[src/rtl/regfile_writeback_unit_pkg.sv]
// Shared widths, the writeback entry type and the hard-wired zero register index
// used by the register-file writeback unit and its load-path FIFO.
package regfile_writeback_unit_pkg;

    localparam int REG_AW = 5;
    localparam int XLEN   = 32;

    localparam logic [REG_AW-1:0] REG_ZERO = '0;

    // 'dest' carries the destination register index; 'reg' is a reserved word
    typedef struct packed {
        logic              valid;
        logic [REG_AW-1:0] dest;
        logic [XLEN-1:0]   data;
    } wb_entry_t;

endpackage

[src/rtl/regfile_writeback_unit_if.sv]
// Producer, register-file write port and forwarding signals of the writeback unit.
interface regfile_writeback_unit_if
    import regfile_writeback_unit_pkg::*;
#(
    parameter int DEPTH = 4
);
    localparam int AW = $clog2(DEPTH);

    logic              alu_valid;
    logic [REG_AW-1:0] alu_reg;
    logic [XLEN-1:0]   alu_data;
    logic              ld_valid;
    logic              ld_ready;
    logic [REG_AW-1:0] ld_reg;
    logic [XLEN-1:0]   ld_data;
    logic              RegWrite;
    logic [REG_AW-1:0] WriteReg;
    logic [XLEN-1:0]   WriteData;
    logic [REG_AW-1:0] q_reg;
    logic              q_hit;
    logic [XLEN-1:0]   q_data;
    logic [AW:0]       pending;

    modport master (
        output alu_valid, alu_reg, alu_data, ld_valid, ld_reg, ld_data, q_reg,
        input  ld_ready, RegWrite, WriteReg, WriteData, q_hit, q_data, pending
    );

    modport slave (
        input  alu_valid, alu_reg, alu_data, ld_valid, ld_reg, ld_data, q_reg,
        output ld_ready, RegWrite, WriteReg, WriteData, q_hit, q_data, pending
    );

endinterface

[src/rtl/regfile_writeback_unit_wb_fifo.sv]
// Load-path FIFO: per-entry kill by destination register and a combinational
// youngest-valid-match lookup for forwarding.
module wb_fifo
    import regfile_writeback_unit_pkg::*;
#(
    parameter  int DEPTH = 4,
    localparam int AW    = $clog2(DEPTH)
) (
    input  logic              clk,
    input  logic              rst,
    input  logic              i_push,
    input  logic [REG_AW-1:0] i_push_reg,
    input  logic [XLEN-1:0]   i_push_data,
    input  logic              i_pop,
    input  logic              i_kill_en,
    input  logic [REG_AW-1:0] i_kill_reg,
    input  logic [REG_AW-1:0] i_q_reg,
    output logic              o_q_hit,
    output logic [XLEN-1:0]   o_q_data,
    output wb_entry_t         o_head,
    output logic              o_full,
    output logic              o_empty,
    output logic [AW:0]       o_count
);

    wb_entry_t      r_mem [DEPTH];
    logic [AW-1:0]  r_wr_ptr;
    logic [AW-1:0]  r_rd_ptr;
    logic [AW:0]    r_count;

    always_ff @(posedge clk or posedge rst) begin
        if (rst) begin
            r_wr_ptr <= '0;
            r_rd_ptr <= '0;
            r_count  <= '0;
            for (int i = 0; i < DEPTH; i++) r_mem[i] <= '0;
        end else begin
            // Kill and push never target the same live slot: the tail slot is free.
            for (int i = 0; i < DEPTH; i++) begin
                if (i_kill_en && r_mem[i].dest == i_kill_reg) r_mem[i].valid <= 1'b0;
            end
            if (i_push) begin
                r_mem[r_wr_ptr] <= '{valid: 1'b1, dest: i_push_reg, data: i_push_data};
                r_wr_ptr        <= r_wr_ptr + 1'b1;
            end
            if (i_pop) r_rd_ptr <= r_rd_ptr + 1'b1;
            case ({i_push, i_pop})
                2'b10:   r_count <= r_count + 1'b1;
                2'b01:   r_count <= r_count - 1'b1;
                default: r_count <= r_count;
            endcase
        end
    end

    // Walk head to tail so the last match found is the youngest.
    always_comb begin
        o_q_hit  = 1'b0;
        o_q_data = '0;
        for (int i = 0; i < DEPTH; i++) begin
            if ((AW+1)'(i) < r_count && r_mem[r_rd_ptr + AW'(i)].valid &&
                r_mem[r_rd_ptr + AW'(i)].dest == i_q_reg) begin
                o_q_hit  = 1'b1;
                o_q_data = r_mem[r_rd_ptr + AW'(i)].data;
            end
        end
    end

    assign o_head  = r_mem[r_rd_ptr];
    assign o_full  = (r_count == (AW+1)'(DEPTH));
    assign o_empty = (r_count == '0);
    assign o_count = r_count;

endmodule

[src/rtl/regfile_writeback_unit.sv]
// Owns the register-file write port: ALU results take priority, queued load results
// drain when the ALU is idle, and pending values are forwarded on request.
module regfile_writeback_unit
    import regfile_writeback_unit_pkg::*;
#(
    parameter  int DEPTH = 4,
    localparam int AW    = $clog2(DEPTH)
) (
    input  logic                     clk,
    input  logic                     rst,
    regfile_writeback_unit_if.slave  bus
);

    logic              r_reg_write;
    logic [REG_AW-1:0] r_write_reg;
    logic [XLEN-1:0]   r_write_data;

    logic              w_alu_acc;
    logic              w_ld_fire;
    logic              w_push;
    logic              w_pop;
    logic              w_full;
    logic              w_empty;
    logic              w_fifo_hit;
    logic [XLEN-1:0]   w_fifo_data;
    logic              w_stage_hit;
    logic              w_q_nz;
    wb_entry_t         w_head;
    logic [AW:0]       w_count;

    assign w_alu_acc = bus.alu_valid && (bus.alu_reg != REG_ZERO);
    assign w_ld_fire = bus.ld_valid && !w_full;
    // A load to $0, or one overtaken by a same-cycle ALU write, completes but is dropped.
    assign w_push    = w_ld_fire && (bus.ld_reg != REG_ZERO) &&
                       !(w_alu_acc && bus.ld_reg == bus.alu_reg);
    assign w_pop     = !w_alu_acc && !w_empty;

    wb_fifo #(.DEPTH(DEPTH)) u_fifo (
        .clk         (clk),
        .rst         (rst),
        .i_push      (w_push),
        .i_push_reg  (bus.ld_reg),
        .i_push_data (bus.ld_data),
        .i_pop       (w_pop),
        .i_kill_en   (w_alu_acc),
        .i_kill_reg  (bus.alu_reg),
        .i_q_reg     (bus.q_reg),
        .o_q_hit     (w_fifo_hit),
        .o_q_data    (w_fifo_data),
        .o_head      (w_head),
        .o_full      (w_full),
        .o_empty     (w_empty),
        .o_count     (w_count)
    );

    always_ff @(posedge clk or posedge rst) begin
        if (rst) begin
            r_reg_write  <= 1'b0;
            r_write_reg  <= '0;
            r_write_data <= '0;
        end else if (w_alu_acc) begin
            r_reg_write  <= 1'b1;
            r_write_reg  <= bus.alu_reg;
            r_write_data <= bus.alu_data;
        end else if (w_pop) begin
            r_reg_write  <= w_head.valid;
            r_write_reg  <= w_head.dest;
            r_write_data <= w_head.data;
        end else begin
            r_reg_write  <= 1'b0;
        end
    end

    // Queued entries are always younger than the output stage, so the FIFO wins.
    assign w_q_nz      = (bus.q_reg != REG_ZERO);
    assign w_stage_hit = r_reg_write && (r_write_reg == bus.q_reg);

    assign bus.q_hit   = w_q_nz && (w_fifo_hit || w_stage_hit);
    assign bus.q_data  = !w_q_nz    ? '0 :
                         w_fifo_hit  ? w_fifo_data :
                         w_stage_hit ? r_write_data : '0;

    assign bus.ld_ready  = !w_full;
    assign bus.pending   = w_count;
    assign bus.RegWrite  = r_reg_write;
    assign bus.WriteReg  = r_write_reg;
    assign bus.WriteData = r_write_data;

endmodule
[src/flat_wrapper.sv]
// flat-port wrapper written by rule: the top's interface ports become plain ports
module regfile_writeback_unit_flat import regfile_writeback_unit_pkg::*;
#(
    parameter  int DEPTH = 4,
    localparam int AW    = $clog2(DEPTH)
)
  (clk, rst, bus_alu_valid, bus_alu_reg, bus_alu_data, bus_ld_valid, bus_ld_reg, bus_ld_data, bus_q_reg, bus_ld_ready, bus_RegWrite, bus_WriteReg, bus_WriteData, bus_q_hit, bus_q_data, bus_pending);
  regfile_writeback_unit_if #(.DEPTH(DEPTH)) bus_i ();
  input  logic clk;
  input  logic rst;
  input wire logic [$bits(bus_i.alu_valid)-1:0] bus_alu_valid;
  input wire logic [$bits(bus_i.alu_reg)-1:0] bus_alu_reg;
  input wire logic [$bits(bus_i.alu_data)-1:0] bus_alu_data;
  input wire logic [$bits(bus_i.ld_valid)-1:0] bus_ld_valid;
  input wire logic [$bits(bus_i.ld_reg)-1:0] bus_ld_reg;
  input wire logic [$bits(bus_i.ld_data)-1:0] bus_ld_data;
  input wire logic [$bits(bus_i.q_reg)-1:0] bus_q_reg;
  output wire logic [$bits(bus_i.ld_ready)-1:0] bus_ld_ready;
  output wire logic [$bits(bus_i.RegWrite)-1:0] bus_RegWrite;
  output wire logic [$bits(bus_i.WriteReg)-1:0] bus_WriteReg;
  output wire logic [$bits(bus_i.WriteData)-1:0] bus_WriteData;
  output wire logic [$bits(bus_i.q_hit)-1:0] bus_q_hit;
  output wire logic [$bits(bus_i.q_data)-1:0] bus_q_data;
  output wire logic [$bits(bus_i.pending)-1:0] bus_pending;
  assign bus_i.alu_valid = bus_alu_valid;
  assign bus_i.alu_reg = bus_alu_reg;
  assign bus_i.alu_data = bus_alu_data;
  assign bus_i.ld_valid = bus_ld_valid;
  assign bus_i.ld_reg = bus_ld_reg;
  assign bus_i.ld_data = bus_ld_data;
  assign bus_i.q_reg = bus_q_reg;
  assign bus_ld_ready = bus_i.ld_ready;
  assign bus_RegWrite = bus_i.RegWrite;
  assign bus_WriteReg = bus_i.WriteReg;
  assign bus_WriteData = bus_i.WriteData;
  assign bus_q_hit = bus_i.q_hit;
  assign bus_q_data = bus_i.q_data;
  assign bus_pending = bus_i.pending;
  regfile_writeback_unit #(.DEPTH(DEPTH)) u_core (.clk(clk), .rst(rst), .bus(bus_i));
endmodule
[config.mk]
export PLATFORM = sky130hd
export DESIGN_NAME = regfile_writeback_unit_flat
export DESIGN_NICKNAME = d
export VERILOG_FILES = /design/src/rtl/regfile_writeback_unit_pkg.sv /design/src/rtl/regfile_writeback_unit_if.sv /design/src/rtl/regfile_writeback_unit_wb_fifo.sv /design/src/rtl/regfile_writeback_unit.sv /design/src/flat_wrapper.sv
export SDC_FILE = /design/constraint.sdc
export NUM_CORES = 1
export LEC_CHECK = 0
export CAP_MARGIN = 40
export CORE_MARGIN = 5
export CORE_UTILIZATION = 45
export CTS_BUF_LIST = sky130_fd_sc_hd__clkbuf_8 sky130_fd_sc_hd__clkbuf_16
export DETAILED_ROUTE_END_ITERATION = 12
export GPL_TIMING_DRIVEN = 1
export PLACE_DENSITY_LB_ADDON = 0.12
export SKIP_CTS_REPAIR_TIMING = 1
export SLEW_MARGIN = 25
export SYNTH_ARGS = -nofsm -noshare
export SYNTH_HDL_FRONTEND = slang
export SYNTH_SLANG_ARGS = --single-unit
[constraint.sdc]
create_clock -name clk -period 8.8 [get_ports clk]
set_input_delay 1.76 -clock clk [delete_from_list [all_inputs] [get_ports clk]]
set_output_delay 1.76 -clock clk [all_outputs]
set_load 0.01 [all_outputs]
==> flow_summary.toml <==
[route]
drt_pass1_iterations = 5
route.antenna.remaining_nets = 0
vias_per_cell = 5.917
totalWireLength_mm = 37.68
drc_errors = 0
via_count = 10540
drt_iter0_drc = 635
wl_per_cell_um = 21.16

[timing]
finClkSkew_ns = 0.01691
slew_viol_final = 0
min_period_ns = 7.536
worst-slew-pin-transition_ns = 0.8369
relSlewSlack_pct = 44.15
setup_total_negative_slack_ns = 0
rsz_0062_raised_after_global_routing = "false"
layout_worst_path_cycle_share_pct = 85.63
achievable-frequency_ghz = 0.1327
timing.final.setup_violations = 0
timing_hold_violations_final = 0
fin_hold_ws_ns = 0.5080

[floorplan]
fp-row-count = 63
boundaryPins = 158
starting_density_of_the_core_pct = 45.62
die-area_mm2 = 0.03361
fp.coreArea_mm2 = 0.02964
die_height_um = 183.3
die_x_um = 183.3

[yosys]
mapped_cells = 1297
synth_enable_flop_cells = 0
synth-main-ff-cell = "sky130_fd_sc_hd__dfrtp_1"
asyncSetResetFlopFracSynth_pct = 100.0
synth.ff_latch_count = 197
syn_nets = 1389
synth_cell_type_count = 51
synth.avg_cell_area_um2 = 10.42
yosysSeqAreaShare_pct = 36.46
synthesis.yosys.warnings = 0
synth.cell_area_mm2 = 0.01352

[cells_and_area]
fillers = 2699
non_filler_instances = 1781
fin_nets = 1469
register_cell_area_after_layout_mm2 = 0.004937
synthToLayoutAreaGrowth_pct = 17.62
design_area_mm2 = 0.01590
multiInputGateArea_mm2 = 0.007940
drive_gt1_share_pct = 23.88

[placement]
placed_cells_incl_taps = 1746
port_buffers = 157
detailed_place_hpwl_mm = 25.07
placedInstanceArea_mm2 = 0.01527
place.gp.congestion = 0.8656

[power]
totalPowerFinal_w = 0.006252
vdd_ir_drop_max_uv = 235.7
leakage_nw = 6.384
power.density_mw_per_mm2 = 393.2

[critical_path]
critPathMaxFanout = 28
regToRegStartpoint = "u_core.u_fifo.r_rd_ptr[1]"
critPathLaunchType = "input pin"
required_ns = 7.04
reg2reg_setup_slack_ns = 5.73
critical_path_arrival_ns = 5.78
critical_path_class = "input pin to primary output"
worstRegToRegCells = 7
critical_path.reg2reg.endpoint = "u_core.bus.WriteData[12]"
crit_path_end_kind = "primary output"

[hold_path]
worst_hold_path.num_cells = 1
min_path_type = "flop to flop"

[global_routing]
antenna_found_initial = 1
grt_max_degree = 85
track_usage_pct = 22.26
grt_first_pass_wirelength_mm = 59.82
total_congestion_overflow = 0
vias_in_the_first_global_route = 10640

[run]
number_of_maximum_capacitance_violations = 0

[clock_network]
cts_root_buf = "sky130_fd_sc_hd__clkbuf_16"
clk_pin_slew_worst_setup_hold_paths_ns = 0.08
cts_htree_levels = 4
tritoncts_clock_tree = "yes"
numCtsBuffers = 17
clock_sink_count = 197
clkLatencyLatePin_ns = 0.43
cts-root-to-sink-buffers = 2

[run_status]
outcome = "finished clean"
per-layer routing:
layer | vias to the layer above | share of wire, % | track usage [%]
li1 | 4952 | - | -
met5 | - | 0 | 0
met4 | 0 | 2.7 | 7.181
met3 | 59 | 4.3 | 3.253
met2 | 271 | 48 | 36.40
met1 | 5256 | 45 | 30.61
where the power goes:
| part | internal (W) | switching (W) |
|---|---|---|
| clock network | 0.000407 | 0.000372 |
| registers | 0.00137 | 0.000445 |
| logic | 0.00181 | 0.00185 |
kinds of logic after synthesis:
logic type / synth area share [%]
muxes: 31.90
and+or+nand+nor: 9.671
AOI/OAI and AO/OA: 12.71
buffers and inverters: 4.997
xor gates and xnor gates: 3.433
adders and majority gates: 0.8329
DFF: 36.46
layout by cell type, fill, tap and decap left out, types with 28 or more instances in the layout:
cell type and instances:
sky130_fd_sc_hd__mux2_2 213, sky130_fd_sc_hd__dfrtp_1 195, sky130_fd_sc_hd__clkdlybuf4s50_1 157, sky130_fd_sc_hd__mux2i_1 117, sky130_fd_sc_hd__nor2_1 96, sky130_fd_sc_hd__a21oi_1 95
sky130_fd_sc_hd__o21ai_0 64, sky130_fd_sc_hd__nand2_1 57, sky130_fd_sc_hd__xor2_1 32, sky130_fd_sc_hd__mux2_1 28, sky130_fd_sc_hd__nand4_1 28
cells in the mapped netlist, types with 2 or more instances:
cell type	number	area, um^2
sky130_fd_sc_hd__mux2_2	213	2399
sky130_fd_sc_hd__dfrtp_1	197	4930
sky130_fd_sc_hd__mux2i_1	117	1171
sky130_fd_sc_hd__nor2_1	98	367.9
sky130_fd_sc_hd__a21oi_1	95	475.5
sky130_fd_sc_hd__o21ai_0	64	320.3
sky130_fd_sc_hd__clkbuf_1	63	236.5
sky130_fd_sc_hd__nand2_1	57	214.0
sky130_fd_sc_hd__xor2_1	32	280.3
sky130_fd_sc_hd__mux2_1	28	315.3
sky130_fd_sc_hd__nand4_1	28	175.2
sky130_fd_sc_hd__buf_2	27	135.1
sky130_fd_sc_hd__nor3_1	27	135.1
sky130_fd_sc_hd__o221ai_1	25	219.0
sky130_fd_sc_hd__or3_1	25	156.4
sky130_fd_sc_hd__o211ai_2	24	300.3
sky130_fd_sc_hd__xnor2_1	21	183.9
sky130_fd_sc_hd__mux4_2	19	427.9
sky130_fd_sc_hd__buf_6	14	157.7
sky130_fd_sc_hd__buf_4	12	90.09
sky130_fd_sc_hd__nand3_1	11	55.05
sky130_fd_sc_hd__ha_1	9	112.6
sky130_fd_sc_hd__buf_1	7	26.28
sky130_fd_sc_hd__inv_1	7	26.28
sky130_fd_sc_hd__a21o_1	6	45.04
sky130_fd_sc_hd__a2bb2oi_1	6	52.55
sky130_fd_sc_hd__and2_1	6	37.54
sky130_fd_sc_hd__o2111ai_1	6	52.55
sky130_fd_sc_hd__o22a_1	6	52.55
sky130_fd_sc_hd__o22ai_1	6	37.54
sky130_fd_sc_hd__nor4_1	5	31.28
sky130_fd_sc_hd__o211ai_1	5	37.54
sky130_fd_sc_hd__nor2b_1	4	25.02
sky130_fd_sc_hd__o311ai_1	4	35.03
sky130_fd_sc_hd__or4_1	3	22.52
sky130_fd_sc_hd__a31oi_1	2	12.51
sky130_fd_sc_hd__and3_1	2	12.51
sky130_fd_sc_hd__nand2b_1	2	12.51
sky130_fd_sc_hd__nor3b_1	2	15.01
stage by stage:
step | utilization, % | setup slack [ns]
after floorplan | - | 1.671
after detailed placement | 51.54 | 1.320
after global placement | 51.00 | 1.177
after CTS | 53.49 | 1.313
after global routing | 53.66 | 1.141
final | 53.66 | 1.264
worst max-delay path, stage by stage:
cell	delay, ns
sky130_fd_sc_hd__clkdlybuf4s50_1	0.71
sky130_fd_sc_hd__nor2b_1	0.23
sky130_fd_sc_hd__mux2i_1	0.13
sky130_fd_sc_hd__a2111oi_4	0.39
sky130_fd_sc_hd__buf_4	0.24
sky130_fd_sc_hd__nand2_4	0.24
sky130_fd_sc_hd__and3_1	0.27
sky130_fd_sc_hd__buf_4	0.27
sky130_fd_sc_hd__a21o_2	0.42
sky130_fd_sc_hd__buf_12	0.24
sky130_fd_sc_hd__o22ai_1	0.26
sky130_fd_sc_hd__clkdlybuf4s50_1	0.60
cell type report:
class,count,area share [%]
Antenna cell,1,0.01574
Clock buffer,18,2.762
Sequential cell,197,31.05
Inverter,8,0.2360
Timing Repair Buffer,184,12.07
Tap cell,390,3.068
Clock inverter,14,0.8733
Multi-Input combinational cell,969,49.93
worst max path at each step:
stage | from | to | slack, ns | depth (start not counted)
after floorplan | rst | asynchronous set/reset pin | 1.67 | 1
after global routing | bus_q_reg[4] | bus_q_data[9] | 1.14 | 12
after detailed placement | bus_q_reg[4] | bus_q_data[9] | 1.32 | 12
after global placement | bus_q_reg[4] | bus_q_data[21] | 1.18 | 11
after CTS | bus_q_reg[4] | bus_q_data[9] | 1.31 | 12
final | bus_q_reg[4] | bus_q_data[9] | 1.26 | 12
(Power assumes the default switching activity.)
